===== src/rtl/axis_connect_pipe_left_shift_pkg.sv =====
// Shared system package: elaboration-time helpers used across the stream blocks.
package SystemPkg;

  function automatic bit in_range(input int value, input int lo, input int hi);
    return (value >= lo) && (value <= hi);
  endfunction

endpackage


===== src/rtl/axis_connect_pipe_left_shift_inf.sv =====
// AXI-stream and generic valid/ready data interfaces used by the shift pipe.
interface axi_stream_inf #(
  parameter int DSIZE = 8
) (
  input logic aclk,
  input logic aresetn
);
  logic             tvalid;
  logic             tready;
  logic             tlast;
  logic [DSIZE-1:0] tdata;

  modport master (input aclk, aresetn, tready, output tvalid, tdata, tlast);
  modport slaver (input aclk, aresetn, tvalid, tdata, tlast, output tready);
endinterface

interface data_inf_c #(
  parameter int DSIZE = 8
) (
  input logic clock,
  input logic rst_n
);
  logic             valid;
  logic             ready;
  logic [DSIZE-1:0] data;

  modport master (input clock, rst_n, ready, output valid, data);
  modport slaver (input clock, rst_n, valid, data, output ready);
endinterface


===== src/rtl/axis_connect_pipe_left_shift_shift.sv =====
// Packet-wide left shift: each beat takes the top bits of the previous beat,
// optionally followed by one tail beat holding the carry-out of the last beat.
module data_c_pipe_inf_left_shift
  import SystemPkg::*;
#(
  parameter int SHIFT_BITS  = 1,
  parameter int EXTEND_TAIL = 1
) (
  input  logic      ex_in,
  output logic      ex_out,
  data_inf_c.slaver indata,
  data_inf_c.master outdata
);
  localparam int DSIZE = $bits(indata.data);

  if (!in_range(SHIFT_BITS, 1, DSIZE - 1)) begin : g_shift_check
    $error("SHIFT_BITS %0d outside 1..%0d", SHIFT_BITS, DSIZE - 1);
  end

  typedef enum logic {
    STREAM,
    TAIL
  } state_t;

  logic             clk;
  logic             rst_n;
  logic [1:0]       rst_sync;
  logic             run;
  state_t           state, state_nx;
  logic [DSIZE-1:0] carry, carry_nx;
  logic [DSIZE-1:0] odata, odata_nx;
  logic             ovalid, ovalid_nx;
  logic             olast, olast_nx;
  logic [DSIZE-1:0] carry_bits;
  logic [DSIZE-1:0] in_shift;
  logic             in_ready;
  logic             accept;
  logic             out_free;

  assign clk   = indata.clock;
  assign rst_n = indata.rst_n;

  // Reset asserts immediately but input acceptance resumes only on a clean edge.
  always_ff @(posedge clk or negedge rst_n) begin
    if (!rst_n) rst_sync <= '0;
    else        rst_sync <= {rst_sync[0], 1'b1};
  end
  assign run = rst_sync[1];

  assign carry_bits = carry >> (DSIZE - SHIFT_BITS);
  assign in_shift   = (indata.data << SHIFT_BITS) | carry_bits;
  assign out_free   = !ovalid || outdata.ready;
  assign in_ready   = run && (state == STREAM) && out_free;
  assign accept     = indata.valid && in_ready;

  assign indata.ready  = in_ready;
  assign outdata.valid = ovalid;
  assign outdata.data  = odata;
  assign ex_out        = olast;

  always_comb begin
    state_nx  = state;
    carry_nx  = carry;
    odata_nx  = odata;
    ovalid_nx = ovalid;
    olast_nx  = olast;
    if (ovalid && outdata.ready) ovalid_nx = 1'b0;
    case (state)
      STREAM: begin
        if (accept) begin
          ovalid_nx = 1'b1;
          odata_nx  = in_shift;
          olast_nx  = 1'b0;
          carry_nx  = indata.data;
          if (ex_in) begin
            if (EXTEND_TAIL != 0) begin
              state_nx = TAIL;
            end else begin
              olast_nx = 1'b1;
              carry_nx = '0;
            end
          end
        end
      end
      TAIL: begin
        if (out_free) begin
          ovalid_nx = 1'b1;
          odata_nx  = carry_bits;
          olast_nx  = 1'b1;
          carry_nx  = '0;
          state_nx  = STREAM;
        end
      end
      default: state_nx = STREAM;
    endcase
  end

  always_ff @(posedge clk or negedge rst_n) begin
    if (!rst_n) begin
      state  <= STREAM;
      carry  <= '0;
      odata  <= '0;
      ovalid <= 1'b0;
      olast  <= 1'b0;
    end else begin
      state  <= state_nx;
      carry  <= carry_nx;
      odata  <= odata_nx;
      ovalid <= ovalid_nx;
      olast  <= olast_nx;
    end
  end

endmodule


===== src/rtl/axis_connect_pipe_left_shift.sv =====
// AXI-stream wrapper: maps the stream interfaces onto the generic shift pipe.
module axis_connect_pipe_left_shift
  import SystemPkg::*;
#(
  parameter int SHIFT_BITS  = 1,
  parameter int EXTEND_TAIL = 1
) (
  axi_stream_inf.slaver axis_in,
  axi_stream_inf.master axis_out
);
  localparam int DSIZE = $bits(axis_in.tdata);

  if ($bits(axis_out.tdata) != DSIZE) begin : g_dsize_check
    $error("axis_in DSIZE %0d != axis_out DSIZE %0d", DSIZE, $bits(axis_out.tdata));
  end

  logic out_last;

  data_inf_c #(.DSIZE(DSIZE)) in_inf  (.clock(axis_in.aclk), .rst_n(axis_in.aresetn));
  data_inf_c #(.DSIZE(DSIZE)) out_inf (.clock(axis_in.aclk), .rst_n(axis_in.aresetn));

  assign in_inf.valid   = axis_in.tvalid;
  assign in_inf.data    = axis_in.tdata;
  assign axis_in.tready = in_inf.ready;

  assign axis_out.tvalid = out_inf.valid;
  assign axis_out.tdata  = out_inf.data;
  assign axis_out.tlast  = out_last;
  assign out_inf.ready   = axis_out.tready;

  data_c_pipe_inf_left_shift #(
    .SHIFT_BITS (SHIFT_BITS),
    .EXTEND_TAIL(EXTEND_TAIL)
  ) u_shift (
    .ex_in  (axis_in.tlast),
    .ex_out (out_last),
    .indata (in_inf.slaver),
    .outdata(out_inf.master)
  );

endmodule


===== src/flat_wrapper.sv =====
// flat-port wrapper written by rule: the top's interface ports become plain ports
module axis_connect_pipe_left_shift_flat import SystemPkg::*;
#(
  parameter int SHIFT_BITS  = 1,
  parameter int EXTEND_TAIL = 1
)
  (aclk, aresetn, axis_in_tvalid, axis_in_tdata, axis_in_tlast, axis_in_tready, axis_out_tready, axis_out_tvalid, axis_out_tdata, axis_out_tlast);
  axi_stream_inf #(.DSIZE(8)) axis_in_i (.aclk(aclk), .aresetn(aresetn));
  axi_stream_inf #(.DSIZE(8)) axis_out_i (.aclk(aclk), .aresetn(aresetn));
  input wire logic aclk;
  input wire logic aresetn;
  input wire logic [$bits(axis_in_i.tvalid)-1:0] axis_in_tvalid;
  input wire logic [$bits(axis_in_i.tdata)-1:0] axis_in_tdata;
  input wire logic [$bits(axis_in_i.tlast)-1:0] axis_in_tlast;
  output wire logic [$bits(axis_in_i.tready)-1:0] axis_in_tready;
  input wire logic [$bits(axis_out_i.tready)-1:0] axis_out_tready;
  output wire logic [$bits(axis_out_i.tvalid)-1:0] axis_out_tvalid;
  output wire logic [$bits(axis_out_i.tdata)-1:0] axis_out_tdata;
  output wire logic [$bits(axis_out_i.tlast)-1:0] axis_out_tlast;
  assign axis_in_i.tvalid = axis_in_tvalid;
  assign axis_in_i.tdata = axis_in_tdata;
  assign axis_in_i.tlast = axis_in_tlast;
  assign axis_in_tready = axis_in_i.tready;
  assign axis_out_i.tready = axis_out_tready;
  assign axis_out_tvalid = axis_out_i.tvalid;
  assign axis_out_tdata = axis_out_i.tdata;
  assign axis_out_tlast = axis_out_i.tlast;
  axis_connect_pipe_left_shift #(.SHIFT_BITS(SHIFT_BITS), .EXTEND_TAIL(EXTEND_TAIL)) u_core (.axis_in(axis_in_i), .axis_out(axis_out_i));
endmodule

===== config.mk =====
export PLATFORM = sky130hd
export DESIGN_NAME = axis_connect_pipe_left_shift_flat
export DESIGN_NICKNAME = d
export VERILOG_FILES = /design/src/rtl/axis_connect_pipe_left_shift_pkg.sv /design/src/rtl/axis_connect_pipe_left_shift_inf.sv /design/src/rtl/axis_connect_pipe_left_shift_shift.sv /design/src/rtl/axis_connect_pipe_left_shift.sv /design/src/flat_wrapper.sv
export SDC_FILE = /design/constraint.sdc
export NUM_CORES = 1
export LEC_CHECK = 0
export CAP_MARGIN = 30
export CORE_MARGIN = 4
export CORE_UTILIZATION = 49
export CTS_BUF_LIST = sky130_fd_sc_hd__clkbuf_8
export DETAILED_ROUTE_END_ITERATION = 10
export PLACE_DENSITY = 0.88
export RECOVER_POWER = 100
export SLEW_MARGIN = 30
export SYNTH_ARGS = -nofsm -noshare
export SYNTH_HDL_FRONTEND = slang
export SYNTH_HIERARCHICAL = 1
export SYNTH_SLANG_ARGS = --single-unit

===== constraint.sdc =====
create_clock -name aclk -period 3 [get_ports aclk]
set_clock_uncertainty 0.1 [all_clocks]
set_input_delay 0.3 -clock aclk [delete_from_list [all_inputs] [get_ports aclk]]
set_output_delay 0.3 -clock aclk [all_outputs]
set_load 0.02 [all_outputs]

==> Word-level counts from Yosys, hierarchy flattened <==
Cells that the tools add are included.
{ "word_totals": {"ff_bits": 21, "inputBits": 13, "elab_cells": 34} }
{ "op_classes": {"eq_ne": 2, "n_mux": 17, "bitwise_logic": 2, "n_reduce_logical": 7} }
{ "ops": {"columns": ["op", "n"], "rows": [
  ["$mux 8", 4],
  ["$pmux 8 s2", 2],
  ["$mux 1", 8],
  ["$or 8x1->8", 1],
  ["$pmux 1 s2", 3],
  ["$logic_and 1x1->1", 4],
  ["$ne 2x1->1 const B", 1],
  ["$ne 2x2->1 const B", 1],
  ["$reduce_and 2->1", 1],
  ["$logic_not 1->1", 1],
  ["$logic_or 1x1->1", 1],
  ["$not 1->1", 1]
]} }

==> Depth between registers and ports, before layout <==
{ "logic_depth": {"depth_word": 6, "mapped_depth": 4} }

==> Least setup slack after synthesis <==
No wires, ideal clock.
{ "synth_timing": {"path_type": "reg2out", "startpoint": "reg u_core.u_shift.ovalid (netlist: u_core/u_shift/outdata.valid)", "endpoint": "out axis_in_tready", "arrival_time_ns": 1.297, "slack_ns": 1.303, "stages_incl_launch_ff": 4, "n_path_buf": 1, "cell_sequence": "dfrtp_1 nor2b_1 buf_2 nor3b_1"} }
{ "synth_between": {"elab_chain_len": 3} }
{ "synth_lines": {"columns": ["element", "line_no", "source"], "rows": [
  ["start, declared", "axis_connect_pipe_left_shift_shift.sv:32", "logic ovalid, ovalid_nx;"],
  ["start signal, assigned", "axis_connect_pipe_left_shift_shift.sv:109", "ovalid <= ovalid_nx;"],
  ["$logic_not 1->1", "axis_connect_pipe_left_shift_shift.sv:52", "assign out_free = !ovalid || outdata.ready;"],
  ["$logic_or 1x1->1", "axis_connect_pipe_left_shift_shift.sv:52", null],
  ["$logic_and 1x1->1", "axis_connect_pipe_left_shift_shift.sv:53", "assign in_ready = run && (state == STREAM) && out_free;"],
  ["end, declared", "flat_wrapper.sv:15", "output wire logic [$bits(axis_in_i.tready)-1:0] axis_in_tready;"]
]} }
No other way between the ends.

==> Worst setup path in the final report <==
{ "layout_timing": {"startpoint": "in axis_out_tready", "endpoint": "out axis_in_tready"} }
{ "layout_between": {"elab_chain_len": 2} }
{ "layout_lines": {"columns": ["element", "line_no", "source"], "rows": [
  ["start, declared", "flat_wrapper.sv:16", "input wire logic [$bits(axis_out_i.tready)-1:0] axis_out_tready;"],
  ["$logic_or 1x1->1", "axis_connect_pipe_left_shift_shift.sv:52", null],
  ["$logic_and 1x1->1", "axis_connect_pipe_left_shift_shift.sv:53", null]
]} }
No other way between the ends.

==> summary.txt <==
Outcome
  – Status: complete, no violations

Finish
  – Share of cells above drive strength 1: 8.235%
  – Nets: 100
  – Synth-to-layout area growth: 29.05%
  – Antenna cells: 0
  – Fin util: 68.76%
  – Cell area after layout: 917.1 um2

GRT
  – Grt ovf: 0
  – First-pass GRT wire length: 2442 um
  – Largest net degree at the start of global routing: 16
  – Vias in the first global route: 594
  – Initial antenna violation count: 0
  – Overall Global Routing Usage: 16.94%

Yosys
  – Syn Inst Count: 70
  – Async SR Flop Fraction: 100.0%
  – FF+latch count, synth: 14
  – Share of the synthesized area in the top cell type: 49.30%
  – Biggest area consumer among synthesized cells: dfrtp_1
  – Top cells by count, synth: dfrtp_1 (14), o21ai_1 (9), buf_4 (8), nand2_1 (8)
  – Most numerous cell in the Yosys netlist: dfrtp_1
  – Area fraction in compound gates after synthesis: 24.47%
  – Mapped Nets: 83
  – Simple-gate share of the synthesized area: 12.32%
  – Library cells used by synthesis: 21
  – Synth warn: 6
  – Post-Synth Adder-Cell Area: 0%
  – Post-synth top flop: dfrtp_1
  – Number of synthesized flops with an enable pin: 0
  – Register area share after synthesis: 49.30%
  – Mux contribution to synthesized area: 2.113%
  – Synth Area in XOR/XNOR: 0%
  – Area contributors post-synth: dfrtp_1 (49%), buf_4 (8.5%), a21boi_0 (7.4%)
  – Post-Syn Area: 710.7 um2
  – Main combinational cell family by area after synthesis: compound AO/OA/AOI/OAI gates
  – Mean Syn Cell Area: 10.15 um2

CTS
  – TritonCTS clock tree: built
  – Hold_buf cts: 0
  – # H-tree levels: 1
  – Clk pin slew, worst setup/hold paths: 0.05 ns
  – Skew-Pair Late Insertion Delay: 0.25 ns
  – Clk sinks: 14
  – Root buf cell: clkbuf_8
  – TritonCTS Buffers: 3
  – Post-CTS setup buffer count: 0
  – CTS resizes: 0
  – Clock Tree Buf Depth: 2

STA
  – Post-Route Setup TNS: 0 ns
  – Slew Limit Fails: 0
  – Hold Worst Slack: 0.2577 ns
  – Final Hold Viols: 0
  – Actual slew at the worst max-slew pin: 0.7202 ns
  – Final setup viols: 0
  – Min Tclk post-route: 2.605 ns
  – Fmax: 0.3839 GHz
  – RSZ-0062 raised after global routing: false
  – Relative slew slack: 51.89%
  – Crit share post-route: 86.83%

Route
  – Detailed Routing Iterations Pass 1: 4
  – Post-route DRC: 0
  – Drt via density: 5.680
  – Final WL: 1504 um
  – Vias: 568
  – DRT iter0 DRCs: 5
  – Per-cell routed wire length: 15.04 um
  – Final ANT Viol Nets: 0

Floorplanning
  – Die height: 46.09 um
  – IO Pins: 24
  – Die area: 0.002124 mm2
  – Core Region: 0.001334 mm2
  – Cell Rows: 13
  – Chip width: 46.09 um
  – Initial core utilization: 53.28%

Flow run
  – MaxCap Viol Count: 0

Power and ir drop
  – Static Leak: 0.3826 nW
  – Power Dens Cells: 693.4 mW/mm2
  – Worst IR Drop VDD: 0.3754 mV
  – Pwr Total: 0.0006359 W

Critical path
  – CP startpoint: axis_out_tready
  – CP arrival: 2.20 ns
  – Data required time of the worst path: 2.60 ns
  – R2r startpoint: u_core/u_shift/outdata.valid
  – CP Capture Type: output pin
  – Crit path max fanout: 11
  – Worst Setup Start Kind: input port
  – WS Path Type: input port to output pin

Placed design
  – Placed instance area: 879.6 um2
  – I/O Buffers: 23
  – Gpl congestion: 0.7447
  – Dpl hpwl: 1045 um

Min path
  – Worst hold start: u_core/u_shift/rst_sync[0]
  – Min-delay worst type: flop to flop
[placed cells by master (no fill, tap or decap)]
cell type | Yosys | final
nand2_2 | 1 | 1
dlygate4sd3_1 | 0 | 13
conb_1 | 1 | 1
or3_1 | 1 | 1
clkdlybuf4s50_1 | 0 | 10
dfrtp_1 | 14 | 14
nor3b_1 | 1 | 1
a31oi_1 | 7 | 7
a2bb2oi_2 | 1 | 1
nand2_1 | 8 | 8
a22o_1 | 1 | 1
o21ai_0 | 0 | 10
nor2b_1 | 1 | 1
mux2_4 | 1 | 1
and2_4 | 1 | 1
a21boi_0 | 7 | 7
nand3_1 | 2 | 2
clkbuf_8 | 0 | 3
nand2b_1 | 2 | 2
[cells by family (layout without fill, tap and decap cells)]
| group | Yosys count | in the layout |
|---|---|---|
| flip-flops | 14 | 14 |
| AO/OA/AOI/OAI | 26 | 26 |
| multiplexers | 1 | 1 |
| AND/OR/NAND/NOR | 17 | 17 |
| other | 1 | 1 |
| buffers and inverters | 11 | 26 |
[through the flow]
stage	std cells	setup WS [ns]
final	100	0.3951
after global routing	100	0.3069
after CTS	100	0.6266
after detailed placement	97	0.6362
after global placement	97	0.6468
after floorplan	70	1.303
[critical path, cell delays in order]
cell	delay, ns
dlygate4sd3_1	0.54
nor2b_1	0.57
nor3b_1	0.10
dlygate4sd3_1	0.68
[power breakdown]
part	internal [W]	total [W]	switching [W]
clock	0.0000889	0.000154	0.0000650
sequential	0.000232	0.000263	0.0000311
combinational	0.000108	0.000219	0.000110
[final cells by class]
cell class | instances | area (um2)
Clock buffer | 3 | 41.29
Timing Repair Buffer | 23 | 230.2
Multi-Input combinational cell | 45 | 276.5
Fill cell | 112 | 416.7
Tap cell | 15 | 18.77
Sequential cell | 14 | 350.3
[path summary, 6_finish.rpt]
| check | cells past startpoint | endpoint | slack [ns] |
|---|---|---|---|
| setup reg to reg | 3 | u_core/u_shift/outdata.data[0] | 1.49 |
| min in group asynchronous | 1 | u_core/u_shift/carry[1] | 0.41 |
| max in group asynchronous | 1 | u_core/u_shift/rst_sync[1] | 1.98 |
| hold reg to reg | 0 | u_core/u_shift/rst_sync[1] | 0.26 |
| hold / removal | 0 | u_core/u_shift/rst_sync[1] | 0.26 |
| setup / recovery | 4 | axis_in_tready | 0.40 |
[sequential cells by signal, indices dropped and copies added (netlist names)]
| register | cells |
|---|---|
| u_core/u_shift/outdata.data | 1 |
| u_core/u_shift/carry | 8 |
| u_core/u_shift/state | 1 |
| u_core/u_shift/outdata.valid | 1 |
| u_core/u_shift/ex_out | 1 |
| u_core/u_shift/rst_sync | 2 |
[per-layer routing]
metal	wire, um	up-vias	GRT usage (%)
li1	-	274	-
met2	744	29	24.73
met5	0	-	0
met3	128	5	4.688
met1	587	260	20.29
met4	43	0	14.20
(Power assumes the default switching activity.)
